`src/rtl/cnn_pkg.sv`:
```
// rtl/cnn_pkg.sv - shared constants, pooling FSM states and signed helpers for the CNN layers
package cnn_pkg;

    localparam int CNN_DATA_WIDTH   = 16;
    localparam int FIXED_POINT_BITS = 8;

    typedef enum logic [1:0] {
        POOL_IDLE,
        POOL_RUN,
        POOL_DONE
    } pool_state_e;

    function automatic logic signed [CNN_DATA_WIDTH-1:0] smax(
        input logic signed [CNN_DATA_WIDTH-1:0] a,
        input logic signed [CNN_DATA_WIDTH-1:0] b
    );
        return (a > b) ? a : b;
    endfunction

    function automatic logic signed [CNN_DATA_WIDTH-1:0] relu(
        input logic signed [CNN_DATA_WIDTH-1:0] x
    );
        return x[CNN_DATA_WIDTH-1] ? '0 : x;
    endfunction

endpackage

```
`src/rtl/pool_line_buffer.sv`:
```
// rtl/pool_line_buffer.sv - one-row store of horizontal pair maxima, combinational read
module pool_line_buffer #(
    parameter int DEPTH = 31,
    parameter int WIDTH = 16,
    localparam int AW = (DEPTH > 1) ? $clog2(DEPTH) : 1
) (
    input  logic             clk_i,
    input  logic             wr_en_i,
    input  logic [AW-1:0]    wr_addr_i,
    input  logic [WIDTH-1:0] wr_data_i,
    input  logic [AW-1:0]    rd_addr_i,
    output logic [WIDTH-1:0] rd_data_o
);

    logic [WIDTH-1:0] mem_q [DEPTH];

    // Contents are always rewritten on an even row before an odd row reads them.
    always_ff @(posedge clk_i) begin
        if (wr_en_i) begin
            mem_q[wr_addr_i] <= wr_data_i;
        end
    end

    assign rd_data_o = mem_q[rd_addr_i];

endmodule

```
`src/rtl/maxpool2d.sv`:
```
// rtl/maxpool2d.sv - 2x2 stride-2 max pooling with optional ReLU over a channel-major stream
module maxpool2d
    import cnn_pkg::*;
#(
    parameter int IN_WIDTH     = 62,
    parameter int IN_HEIGHT    = 62,
    parameter int NUM_CHANNELS = 30,
    parameter int DATA_WIDTH   = CNN_DATA_WIDTH,
    parameter int APPLY_RELU   = 1,
    localparam int OUT_W  = IN_WIDTH / 2,
    localparam int OUT_H  = IN_HEIGHT / 2,
    localparam int OUT_N  = OUT_W * OUT_H * NUM_CHANNELS,
    localparam int ADDR_W = (OUT_N > 1) ? $clog2(OUT_N) : 1
) (
    input  logic                  clk,
    input  logic                  reset,
    input  logic                  start,
    input  logic [DATA_WIDTH-1:0] in_data,
    input  logic                  in_valid,
    output logic [DATA_WIDTH-1:0] out_data,
    output logic [ADDR_W-1:0]     out_addr,
    output logic                  out_valid,
    output logic                  busy,
    output logic                  pool_done
);

    localparam int CW       = (IN_WIDTH > 1) ? $clog2(IN_WIDTH) : 1;
    localparam int RW       = (IN_HEIGHT > 1) ? $clog2(IN_HEIGHT) : 1;
    localparam int CHW      = (NUM_CHANNELS > 1) ? $clog2(NUM_CHANNELS) : 1;
    localparam int LB_DEPTH = (OUT_W > 0) ? OUT_W : 1;
    localparam int LB_AW    = (LB_DEPTH > 1) ? $clog2(LB_DEPTH) : 1;
    localparam int PLANE    = OUT_W * OUT_H;

    localparam logic [CW-1:0]  C_LAST  = CW'(IN_WIDTH - 1);
    localparam logic [RW-1:0]  R_LAST  = RW'(IN_HEIGHT - 1);
    localparam logic [CHW-1:0] CH_LAST = CHW'(NUM_CHANNELS - 1);

    pool_state_e state_q, state_d;
    logic [CW-1:0]  c_q, c_d;
    logic [RW-1:0]  r_q, r_d;
    logic [CHW-1:0] ch_q, ch_d;
    logic signed [DATA_WIDTH-1:0] hmax_q, hmax_d;
    logic [DATA_WIDTH-1:0] out_data_q, out_data_d;
    logic [ADDR_W-1:0]     out_addr_q, out_addr_d;
    logic out_valid_q, out_valid_d;
    logic busy_q, busy_d;
    logic done_q, done_d;

    logic last_c, last_r, last_ch, in_pool, accept, lb_we;
    logic [LB_AW-1:0] lb_addr;
    logic [DATA_WIDTH-1:0] lb_rd_raw;
    logic signed [DATA_WIDTH-1:0] x, pair, lb_rd, pool_max, res;
    logic [ADDR_W-1:0] addr_now;

    assign last_c  = (c_q == C_LAST);
    assign last_r  = (r_q == R_LAST);
    assign last_ch = (ch_q == CH_LAST);
    // An odd dimension leaves one trailing column/row that has no pooling partner.
    assign in_pool = !((IN_WIDTH % 2 == 1) && last_c) && !((IN_HEIGHT % 2 == 1) && last_r);
    assign accept  = (state_q == POOL_RUN) && in_valid;
    assign lb_we   = accept && in_pool && c_q[0] && !r_q[0];
    assign lb_addr = LB_AW'(c_q >> 1);

    assign x        = $signed(in_data);
    assign pair     = smax(hmax_q, x);
    assign lb_rd    = $signed(lb_rd_raw);
    assign pool_max = smax(lb_rd, pair);
    assign res      = (APPLY_RELU != 0) ? relu(pool_max) : pool_max;
    assign addr_now = ADDR_W'(int'(ch_q) * PLANE + int'(r_q >> 1) * OUT_W + int'(c_q >> 1));

    pool_line_buffer #(
        .DEPTH (LB_DEPTH),
        .WIDTH (DATA_WIDTH)
    ) u_line_buf (
        .clk_i     (clk),
        .wr_en_i   (lb_we),
        .wr_addr_i (lb_addr),
        .wr_data_i (pair),
        .rd_addr_i (lb_addr),
        .rd_data_o (lb_rd_raw)
    );

    always_comb begin
        state_d     = state_q;
        c_d         = c_q;
        r_d         = r_q;
        ch_d        = ch_q;
        hmax_d      = hmax_q;
        out_valid_d = 1'b0;
        out_data_d  = out_data_q;
        out_addr_d  = out_addr_q;
        busy_d      = busy_q;
        done_d      = done_q;
        case (state_q)
            POOL_IDLE: begin
                if (start) begin
                    state_d = POOL_RUN;
                    c_d     = '0;
                    r_d     = '0;
                    ch_d    = '0;
                    busy_d  = 1'b1;
                    done_d  = 1'b0;
                end
            end
            POOL_RUN: begin
                if (in_valid) begin
                    if (in_pool && !c_q[0]) begin
                        hmax_d = x;
                    end
                    if (in_pool && c_q[0] && r_q[0]) begin
                        out_valid_d = 1'b1;
                        out_data_d  = res;
                        out_addr_d  = addr_now;
                    end
                    if (last_c) begin
                        c_d = '0;
                        if (last_r) begin
                            r_d = '0;
                            if (last_ch) begin
                                ch_d    = '0;
                                state_d = POOL_DONE;
                                busy_d  = 1'b0;
                            end else begin
                                ch_d = ch_q + CHW'(1);
                            end
                        end else begin
                            r_d = r_q + RW'(1);
                        end
                    end else begin
                        c_d = c_q + CW'(1);
                    end
                end
            end
            POOL_DONE: begin
                state_d = POOL_IDLE;
                done_d  = 1'b1;
            end
            default: state_d = POOL_IDLE;
        endcase
    end

    always_ff @(posedge clk or posedge reset) begin
        if (reset) begin
            state_q     <= POOL_IDLE;
            c_q         <= '0;
            r_q         <= '0;
            ch_q        <= '0;
            hmax_q      <= '0;
            out_data_q  <= '0;
            out_addr_q  <= '0;
            out_valid_q <= 1'b0;
            busy_q      <= 1'b0;
            done_q      <= 1'b0;
        end else begin
            state_q     <= state_d;
            c_q         <= c_d;
            r_q         <= r_d;
            ch_q        <= ch_d;
            hmax_q      <= hmax_d;
            out_data_q  <= out_data_d;
            out_addr_q  <= out_addr_d;
            out_valid_q <= out_valid_d;
            busy_q      <= busy_d;
            done_q      <= done_d;
        end
    end

    assign out_data  = out_data_q;
    assign out_addr  = out_addr_q;
    assign out_valid = out_valid_q;
    assign busy      = busy_q;
    assign pool_done = done_q;

endmodule

```
`config.mk`:
```
export PLATFORM = sky130hd
export DESIGN_NAME = maxpool2d
export DESIGN_NICKNAME = d
export VERILOG_FILES = /design/src/rtl/cnn_pkg.sv /design/src/rtl/pool_line_buffer.sv /design/src/rtl/maxpool2d.sv
export SDC_FILE = /design/constraint.sdc
export NUM_CORES = 1
export LEC_CHECK = 0
export BUFFER_PORTS_ARGS = -buffer_cell sky130_fd_sc_hd__buf_2
export CELL_PAD_IN_SITES_DETAIL_PLACEMENT = 0
export CELL_PAD_IN_SITES_GLOBAL_PLACEMENT = 1
export CORE_UTILIZATION = 49
export CTS_CLUSTER_DIAMETER = 150
export DETAILED_ROUTE_END_ITERATION = 8
export PLACE_DENSITY_LB_ADDON = 0.1
export SYNTH_ARGS = -nofsm -noshare
export SYNTH_HDL_FRONTEND = slang
export SYNTH_SLANG_ARGS = --single-unit
export TNS_END_PERCENT = 30
```
`constraint.sdc`:
```
create_clock -name clk -period 5.24 [get_ports clk]
set_clock_uncertainty 0.1 [all_clocks]
set_input_delay 1.572 -clock clk [delete_from_list [all_inputs] [get_ports clk]]
set_output_delay 1.572 -clock clk [all_outputs]
set_load 0.005 [all_outputs]
```
[Word-level counts from Yosys, hierarchy flattened]
Memories as Yosys holds them, arrays and structs flattened.
Cells that the tools add are included.
W data, S select, Z words.
Storage, ports and cells
  register bits after elaboration: 69
  memory bits (writable): 496
  input port bits: 20
  output and inout port bits: 34
  memories kept: 1
Memory list
  u_line_buf.mem_q: words 31, width 16, read ports 1, clocked after Yosys merged registers in 0, wr ports 1, line pool_line_buffer.sv:15  | logic [WIDTH-1:0] mem_q [DEPTH];
Cells by class
  $add $sub $neg: 5
  $mul: 2
  magnitude comparators: 2
  equal/unequal tests: 10
  muxes and demuxes: 36
  bitwise gates (word level): 1
  reduce and logical (&&, ||, !) cells: 16
Operators with widths (number)
  $mux W6: 6
  $gt A16 B16 Y1: 2
  $mux W16: 2
  $mux W5: 5
  $pmux W6 S2: 2
  $add A15 B10 Y15: 1
  $add A15 B5 Y15: 1
  $mul A5 B10 Y15 const B: 1
  $mux W15: 1
  $add A6 B1 Y6 const B: 2
  $eq A6 B6 Y1 const B: 2
  $mux W1: 11
  $mul A5 B5 Y10 const B: 1
  $mux W2: 5
  $ne A2 B2 Y1 const B: 5
  $pmux W5 S2: 1
  $reduce_and A5 Y1: 2
  $reduce_and A3 Y1: 3
  $reduce_and A6 Y1: 1
  $add A5 B1 Y5 const B: 1
  $eq A5 B5 Y1 const B: 1
  $logic_and A1 B1 Y1: 4
  $pmux W1 S2: 2
  $pmux W2 S2: 1
  8 further kinds: 9

[Depth between registers and ports, before layout]
Gate-level depths: netlist (run 1).
  word-level depth: 6
  mapped depth: 22

[By module]
From an unflattened synthesis (run 1), not the netlist that was laid out.
Second synthesis, totals
  cell total of the unflattened synthesis: 1544
  area total of the unflattened synthesis: 25131.6 µm²
Modules (own cells, without submodules)
  pool_line_buffer: instances 1, cells an instance 917, area each 19233.4 µm², sequential area each 14894.3 µm²
  maxpool2d: instances 1, cells an instance 627, area each 5898.2 µm², sequential area each 1701.6 µm²

[Worst setup path after synthesis (run 1)]
No wires, ideal clock.
  path kind: input port to flip-flop
  start point: input port in_data[1]
  end point: register out_data_q[2], in the netlist out_data[2]
  library setup time: 0.090 ns
  arrival: 5.626 ns
  data required time: 5.050 ns
  path slack: -0.577 ns
  stages: 21
  path through: inv_1 -> ha_1 -> nor2b_1 -> o211ai_1 -> a2111oi_0 -> or4_4 -> mux2i_1 -> clkbuf_1 -> buf_2 -> nor2_1 -> a21oi_1 -> ha_1 -> a21o_1 -> a2111oi_0 -> o21ai_0 -> nor3b_1 -> o21ai_0 -> a21oi_1 -> o311ai_4 -> buf_6 -> o221ai_1
Between the ends
  cells in the longest elaborated chain, start to end: 5
Ends and longest elaborated chain
  start: declaration: line maxpool2d.sv:18  | input logic [DATA_WIDTH-1:0] in_data,
  $gt A16 B16 Y1: line cnn_pkg.sv:17  | return (a > b) ? a : b;
  $mux W16 *: line cnn_pkg.sv:17
  $gt A16 B16 Y1: line cnn_pkg.sv:17
  $mux W16 *: line cnn_pkg.sv:17
  $mux W15 *: line cnn_pkg.sv:23  | return x[CNN_DATA_WIDTH-1] ? '0 : x;
  end signal: assignment: line maxpool2d.sv:160  | out_data_q <= out_data_d;
  end: declaration: line maxpool2d.sv:43  | logic [DATA_WIDTH-1:0] out_data_q, out_data_d;
Mark *: on every way between the ends. The rest lies on a longest branch, timed or not.
A chain may end at the register's enable or synchronous reset.

[Final worst setup path (run 1)]
  start point: register r_q[1]
  end point: register out_addr_q[14], in the netlist out_addr[14]
Between the ends
  cells in the longest elaborated chain, start to end: 3
Ends and longest elaborated chain
  start: declaration: line maxpool2d.sv:40  | logic [RW-1:0] r_q, r_d;
  start signal: assignment: line maxpool2d.sv:157  | r_q <= r_d;
  $mul A5 B5 Y10: line maxpool2d.sv:69  | assign addr_now = ADDR_W'(int'(ch_q) * PLANE + int'(r_q >> 1) * OUT_W + int'(c_q >> 1));
  $add A15 B10 Y15: line maxpool2d.sv:69
  $add A15 B5 Y15: line maxpool2d.sv:69
  end signal: assignment: line maxpool2d.sv:161  | out_addr_q <= out_addr_d;
  end: declaration: line maxpool2d.sv:44  | logic [ADDR_W-1:0] out_addr_q, out_addr_d;
Every way passes these cells.

==> run metrics, run 1 <==
Crit Reg-Reg Startpoint r_q[1]; Setup Crit Path Kind flip-flop to flip-flop; CP top delay family adder cells; Synth Cell Area 24500 sq um; port bufs 52; total die area 50900 sq um; Main synth FF type edfxtp_1; Initial Util 49.8%; TritonCTS clock tree yes; final setup violation count 0; worst setup margin 0.140 ns; EDFF count, synth 496; share of layout cells above drive strength 1 26.7%; via count 13400; clk_lat worst skew 0.63 ns; H-tree Lvls 2; status finished, final reports clean; Seq cells post-synth 564; standard-cell rows 81; Pins Over Slew Limit 0; Root Driver clkbuf_16; final count of hold timing violations 0; drt wl/cell 24.0 um; drt pass-1 iters 5; Fillers 3798; Residual DRC 0; Yosys warnings 0; Slowest cell on crit path fa_1; Max-cap violations 0; total power 14.5 mW; number of global-route vias before repair 13600; first-pass GRT wire length 86.0 mm; top-area cell type share of the netlist area 60.8%; Setup WS pre-CTS -0.689 ns; Total GRT Usage 23.0%; critical path's most frequent cell fa_1; worst slew pin tran 1.10 ns; HP Class flip-flop to flip-flop; Netlist cell types 63; leak pwr 10.5 nW; largest net degree at the start of global routing 71; die width 226 um; Worst Path Arrival 5.47 ns; setup_tns 0 ns; antenna viol nets, final 0; CTS Buffer Depth 3; Syn Inst Count 1461; post-synthesis async set-or-reset flop share 12.1%; Post-DP HPWL 37.5 mm; Worst VDD drop 0.324 mV; critical path cell sequence fa_1 -> inv_1 -> fa_1 -> inv_1 -> fa_1 -> fa_1 -> fa_1 -> ha_1 -> a21o_1 -> a21oi_2 -> nor2b_1 -> o21a_1 -> o22ai_2 -> o21ai_1 -> o41ai_2 -> xnor2_1 -> o21ai_0; Area contributors post-synth edfxtp_1 61%, mux4_2 9.7%, dfrtp_1 6.9%, ha_1 4.5%, fa_1 2.3%; cell accounting for the most synthesized area edfxtp_1; crit path launch r_q[1]; Synth Net Count 1598; Commonest cells post-synth 496 x edfxtp_1, 106 x mux4_2, 105 x inv_1; DR iter-0 viols 1209; # hold bufs at CTS 0; Max Fanout on Critical Path 3; fmax 0.196 GHz; sequential-to-total area share from yosys stat 67.8%; Routability Congestion 0.838; core area 49200 sq um; Slew HR 26.4%; hold_sp out_addr[0]; cts bufs inserted 58; DRT Wirelength 56.5 mm; Final #Nets 1776; Clk pin slew, worst setup/hold paths 0.06 ns; global route overflow 0; Sink Count 564; Die Ht 226 um; most common cell in the synthesized netlist edfxtp_1; Vias per Instance 5.70; # diodes 0; post-layout min period 5.10 ns; Setup crit end kind flip-flop; Crit path buffers/inverters 2; initial antenna violation count 0; WP data required 5.61 ns; total power per unit cell area 509 nW/um^2; Mapped Avg Cell Area 16.8 sq um; Ports 54; Critical Path Max Stage Delay 0.59 ns; Critical Path Source Type flip-flop; area grow syn2layout 16.4%; RSZ-0062 raised after global routing true; final period utilization 97.3%
[worst reg2reg max path, delay by kind of cell, from the launching register on]
kind | cells | cell delay, ns
adder cells (fa/ha/maj) | 6 | 2.83
AO/OA/AOI/OAI | 7 | 1.26
flip-flops | 1 | 0.40
XOR/XNOR | 1 | 0.17
buffers and inverters | 2 | 0.13
AND/OR/NAND/NOR | 1 | 0.06
[registers in the layout, summed over array words and instances, names as in the netlist]
name and count:
busy 1, c_q 6, state_q 2, hmax_q 16, ch_q 5, out_valid 1, u_line_buf.mem_q 496, r_q 6
pool_done 1, out_data 15, out_addr 15
[logic make-up (layout without fill, tap and decap cells)]
group                    after synthesis  in the layout  synth area share [%]
flip-flops                           564            564                  67.8
AND/OR/NAND/NOR                      231            231                  4.36
AO/OA/AOI/OAI                        202            202                  5.37
buffers and inverters                170            398                  2.88
multiplexers                         162            162                  12.3
adder cells (fa/ha/maj)              117            117                  6.84
XOR/XNOR                              14             14                 0.501
other                                  1              1                0.0153
[repair_timing]
item                                    4_1_cts  5_1_grt
buffers inserted                              2        0
pin swaps                                     1        2
endpoints found under the setup margin        6       18
cloned                                        0        1
hold endpoints to repair                      0        0
resized for setup                             1       16
[cell usage in the layout (no fill, tap or decap), types with 4 or more instances in the layout]
cell type | synthesis | layout
mux2i_1 | 16 | 14
a21oi_1 | 36 | 28
or2_2 | 4 | 4
dfrtp_1 | 68 | 66
inv_1 | 105 | 102
ha_1 | 89 | 87
xor2_1 | 10 | 10
fa_1 | 28 | 28
o221ai_2 | 0 | 10
o22ai_1 | 48 | 47
buf_12 | 0 | 9
o221ai_1 | 14 | 4
nand3_1 | 21 | 21
mux2_2 | 39 | 39
nor2b_1 | 8 | 8
a21o_1 | 8 | 8
a31oi_1 | 4 | 4
bufinv_16 | 0 | 6
or3_1 | 4 | 4
edfxtp_1 | 496 | 496
buf_2 | 27 | 51
a21oi_2 | 0 | 8
nor2_1 | 66 | 62
nand4_1 | 11 | 11
clkbuf_16 | 0 | 59
o31ai_1 | 11 | 11
a22oi_1 | 9 | 9
nor3_1 | 9 | 7
xnor2_1 | 4 | 4
clkinv_1 | 1 | 14
o211ai_1 | 6 | 6
mux4_2 | 106 | 106
clkinv_2 | 0 | 8
clkbuf_1 | 25 | 18
nor4_1 | 11 | 11
o21ai_0 | 43 | 40
buf_4 | 5 | 116
nand2_1 | 79 | 79
[report_power, final]
part	internal, mW	leakage (nW)	total [mW]	switching (mW)
registers	5.64	5.35	5.85	0.217
clock network	2.35	0.915	4.08	1.73
logic	1.88	4.19	4.58	2.70
[metrics by stage]
stage               instance area, sq um  hold slack, ns  instances  utilization [%]
floorplan                          24600           0.370       1461                -
global placement                   26500           0.358       2240             53.9
detailed placement                 26500           0.359       2240             53.9
CTS                                28400           0.374       2352             57.8
global route                       28500           0.404       2353             58.0
finish                             28500           0.371       2353             58.0
[path summary, 6_finish.rpt]
check	cells after the start	to	slack, ns
setup / recovery	17	out_addr[14]	0.14
hold / removal	2	out_addr[0]	0.37
setup reg to reg	17	out_addr[14]	0.14
hold reg to reg	2	out_addr[0]	0.37
max in group asynchronous	3	c_q[1]	3.18
min in group asynchronous	3	out_data[1]	1.13
[layer usage]
| metal | global-route usage (%) | wire length (um) | part of all wire, % | up-vias |
|---|---|---|---|---|
| li1 | - | - | - | 6055 |
| met1 | 34.7 | 26700 | 47 | 6910 |
| met2 | 35.9 | 26100 | 46 | 373 |
| met3 | 2.61 | 2710 | 4.8 | 77 |
| met4 | 5.62 | 947 | 1.7 | 0 |
| met5 | 0 | 0 | 0 | - |
[layout make-up]
type,count,area [sq um],share of cell area [%]
repair buffers,182,1390,4.87
well taps,664,831,2.91
flip-flops and latches,564,16600,58.2
clock inverters,34,379,1.33
multi-input cells,727,7370,25.9
inverters,106,413,1.45
clock buffers,76,1520,5.33
No activity file was read; power rests on OpenSTA's default activity.
==> run 2: changes to the inputs <==
--- a/config.mk
+++ b/config.mk
@@ -11,7 +11,9 @@
 export CORE_UTILIZATION = 49
 export CTS_CLUSTER_DIAMETER = 150
 export DETAILED_ROUTE_END_ITERATION = 8
+export HOLD_SLACK_MARGIN = 0.15
 export PLACE_DENSITY_LB_ADDON = 0.1
+export RECOVER_POWER = 50
 export SYNTH_ARGS = -nofsm -noshare
 export SYNTH_HDL_FRONTEND = slang
 export SYNTH_SLANG_ARGS = --single-unit
==> run 2 against run 1 <==
  * The flow now finishes with violations (capacitance limit, slew limit)
  * Count of clock-buffer cells in the layout unchanged
  * Clock power about the same
  * Non-clock buffer count unchanged
  * Highest routed layer unchanged
  * Final cell count unchanged
  * Hold slack about the same
  * Sequential power about the same
==> run metrics, run 2 (same netlist as run 1, synthesis figures left out) <==
via count 13400; Die Ht 226 um; Largest regs u_line_buf.mem_q (496), hmax_q (16); failing checks capacitance limit, slew limit; Clock power frac 28.1%; final count of hold timing violations 0; Internal 9.87 mW; DR iter-0 viols 1207; Worst Hold Depth 2; total die area 50900 sq um; Crit Reg-Reg Startpoint r_q[1]; Critical Path Max Stage Delay 0.60 ns; first-pass GRT wire length 86.0 mm; placed instance area 26500 sq um; worst slew pin tran 1.83 ns; area grow syn2layout 16.4%; drt pass-1 iters 5; Worst VDD drop 0.324 mV; capture point of the worst reg-to-reg path out_addr[14]; total power per unit cell area 509 nW/um^2; Slew HR -21.9%; most frequent cells in the layout 496 x edfxtp_1, 114 x buf_4, 106 x mux4_2; Initial Util 49.8%; # diodes 0; sequential share of power 40.3%; WP data required 5.61 ns; Pins Over Slew Limit 69; standard-cell rows 81; die width 226 um; Setup Crit Path Kind flip-flop to flip-flop; post-layout util 58.0%; worst hold path endpoint out_addr[0]; Crit path buffers/inverters 2; max reg flops 496; share of layout cells above drive strength 1 26.4%; number of global-route vias before repair 13600; fmax 0.196 GHz; RSZ-0062 raised after global routing true; global route overflow 0; Vias per Instance 5.71; largest net degree at the start of global routing 71; Residual DRC 0; final setup violation count 0; Final Instance Area 28500 sq um; hold_sp out_addr[0]; Logic pwr share 31.6%; Clk pin slew, worst setup/hold paths 0.06 ns; leak pwr 10.4 nW; area occupied by multi-input gates 7370 sq um; Slowest cell on crit path fa_1; drt wl/cell 24.1 um; Max-cap violations 1; Max Fanout on Critical Path 3; CP top delay family adder cells; NetSw 4.64 mW; clk_lat worst skew 0.63 ns; Root Driver clkbuf_16; Ports 54; Critical Path Source Type flip-flop; switching part of the total 32.0%; cts bufs inserted 58; HP Class flip-flop to flip-flop; sequential cell area 16600 sq um; Setup crit end kind flip-flop; antenna viol nets, final 0; Total GRT Usage 23.0%; post-layout min period 5.11 ns; Fillers 3804; Worst Path Arrival 5.48 ns; Routability Congestion 0.838; Sink Count 564; H-tree Lvls 2; core area 49200 sq um; setup_tns 0 ns; Post-DP HPWL 37.5 mm; CTS Buffer Depth 3; port bufs 52; DRT Wirelength 56.6 mm; worst setup margin 0.133 ns; critical path cell sequence fa_1 -> inv_1 -> fa_1 -> inv_1 -> fa_1 -> fa_1 -> fa_1 -> ha_1 -> a21o_1 -> a21oi_2 -> nor2b_1 -> o21a_1 -> o22ai_2 -> o21ai_1 -> o41ai_2 -> xnor2_1 -> o21ai_0; critical path's most frequent cell fa_1; R2R cell count 17; final period utilization 97.5%; status complete, but fails checks; reg-to-reg slack, setup 0.13 ns; TritonCTS clock tree yes; initial antenna violation count 0; Setup WS pre-CTS -0.689 ns; most common cell after layout, fill and taps aside edfxtp_1; largest register by flop count u_line_buf.mem_q; Final #Nets 1776
## run 2: repair_timing
action | 4_1_cts | 5_1_grt
buffers inserted | 2 | 0
pin swaps | 1 | 2
hold buffers | 0 | 0
cloned | 0 | 1
resized for setup | 1 | 16
setup endpoints to repair | 6 | 18
## run 2: power groups by stage
stage                     Sequential [mW]  Clock [mW]  Combinational (mW)
after floorplan                      5.79           0                2.81
after global placement               5.94           0                4.45
after detailed placement             5.95           0                4.51
after CTS                            5.86        4.16                4.52
after global routing                 5.88        4.33                4.96
final                                5.85        4.08                4.58
## run 2: worst max path at each step
stage                          start      endpoint  slack (ns)  cells after the start
after floorplan           in_data[1]   out_data[8]       -0.17                     21
after global placement    in_data[1]  out_data[13]       -0.59                     19
after detailed placement  in_data[1]  out_data[13]       -0.69                     19
after CTS                     r_q[1]  out_addr[14]       -0.02                     17
after global routing          r_q[1]  out_addr[13]       -0.01                     16
final                         r_q[1]  out_addr[14]        0.13                     17
## run 2: worst register-to-register path, stage by stage (launching register included)
cell and delay (ns):
dfrtp_1 0.41, fa_1 0.60, inv_1 0.07, fa_1 0.51, inv_1 0.06, fa_1 0.46, fa_1 0.52, fa_1 0.42
ha_1 0.33, a21o_1 0.20, a21oi_2 0.15, nor2b_1 0.06, o21a_1 0.19, o22ai_2 0.14, o21ai_1 0.13, o41ai_2 0.35
xnor2_1 0.17, o21ai_0 0.10
## run 2: metal layers
layer  global-route usage [%]  vias to the layer above  wire length, um
li1                         -                     6055                -
met1                     34.7                     6883            26500
met2                     35.9                      411            26200
met3                     2.61                       77             2960
met4                     5.62                        0              947
met5                        0                        -                0
## run 2: stage by stage
step / hold slack (ns) / power [mW] / instances
floorplan: 0.370 / 8.60 / 1461
global placement: 0.358 / 10.4 / 2240
detailed placement: 0.359 / 10.5 / 2240
CTS: 0.374 / 14.5 / 2352
global route: 0.404 / 15.2 / 2353
finish: 0.371 / 14.5 / 2353
## run 2: area by class of cell
cell class	instances	area share (%)
flip-flops and latches	564	58.3
multi-input cells	727	25.9
clock buffers	76	5.33
repair buffers	182	4.84
well taps	664	2.92
inverters	106	1.45
clock inverters	34	1.33
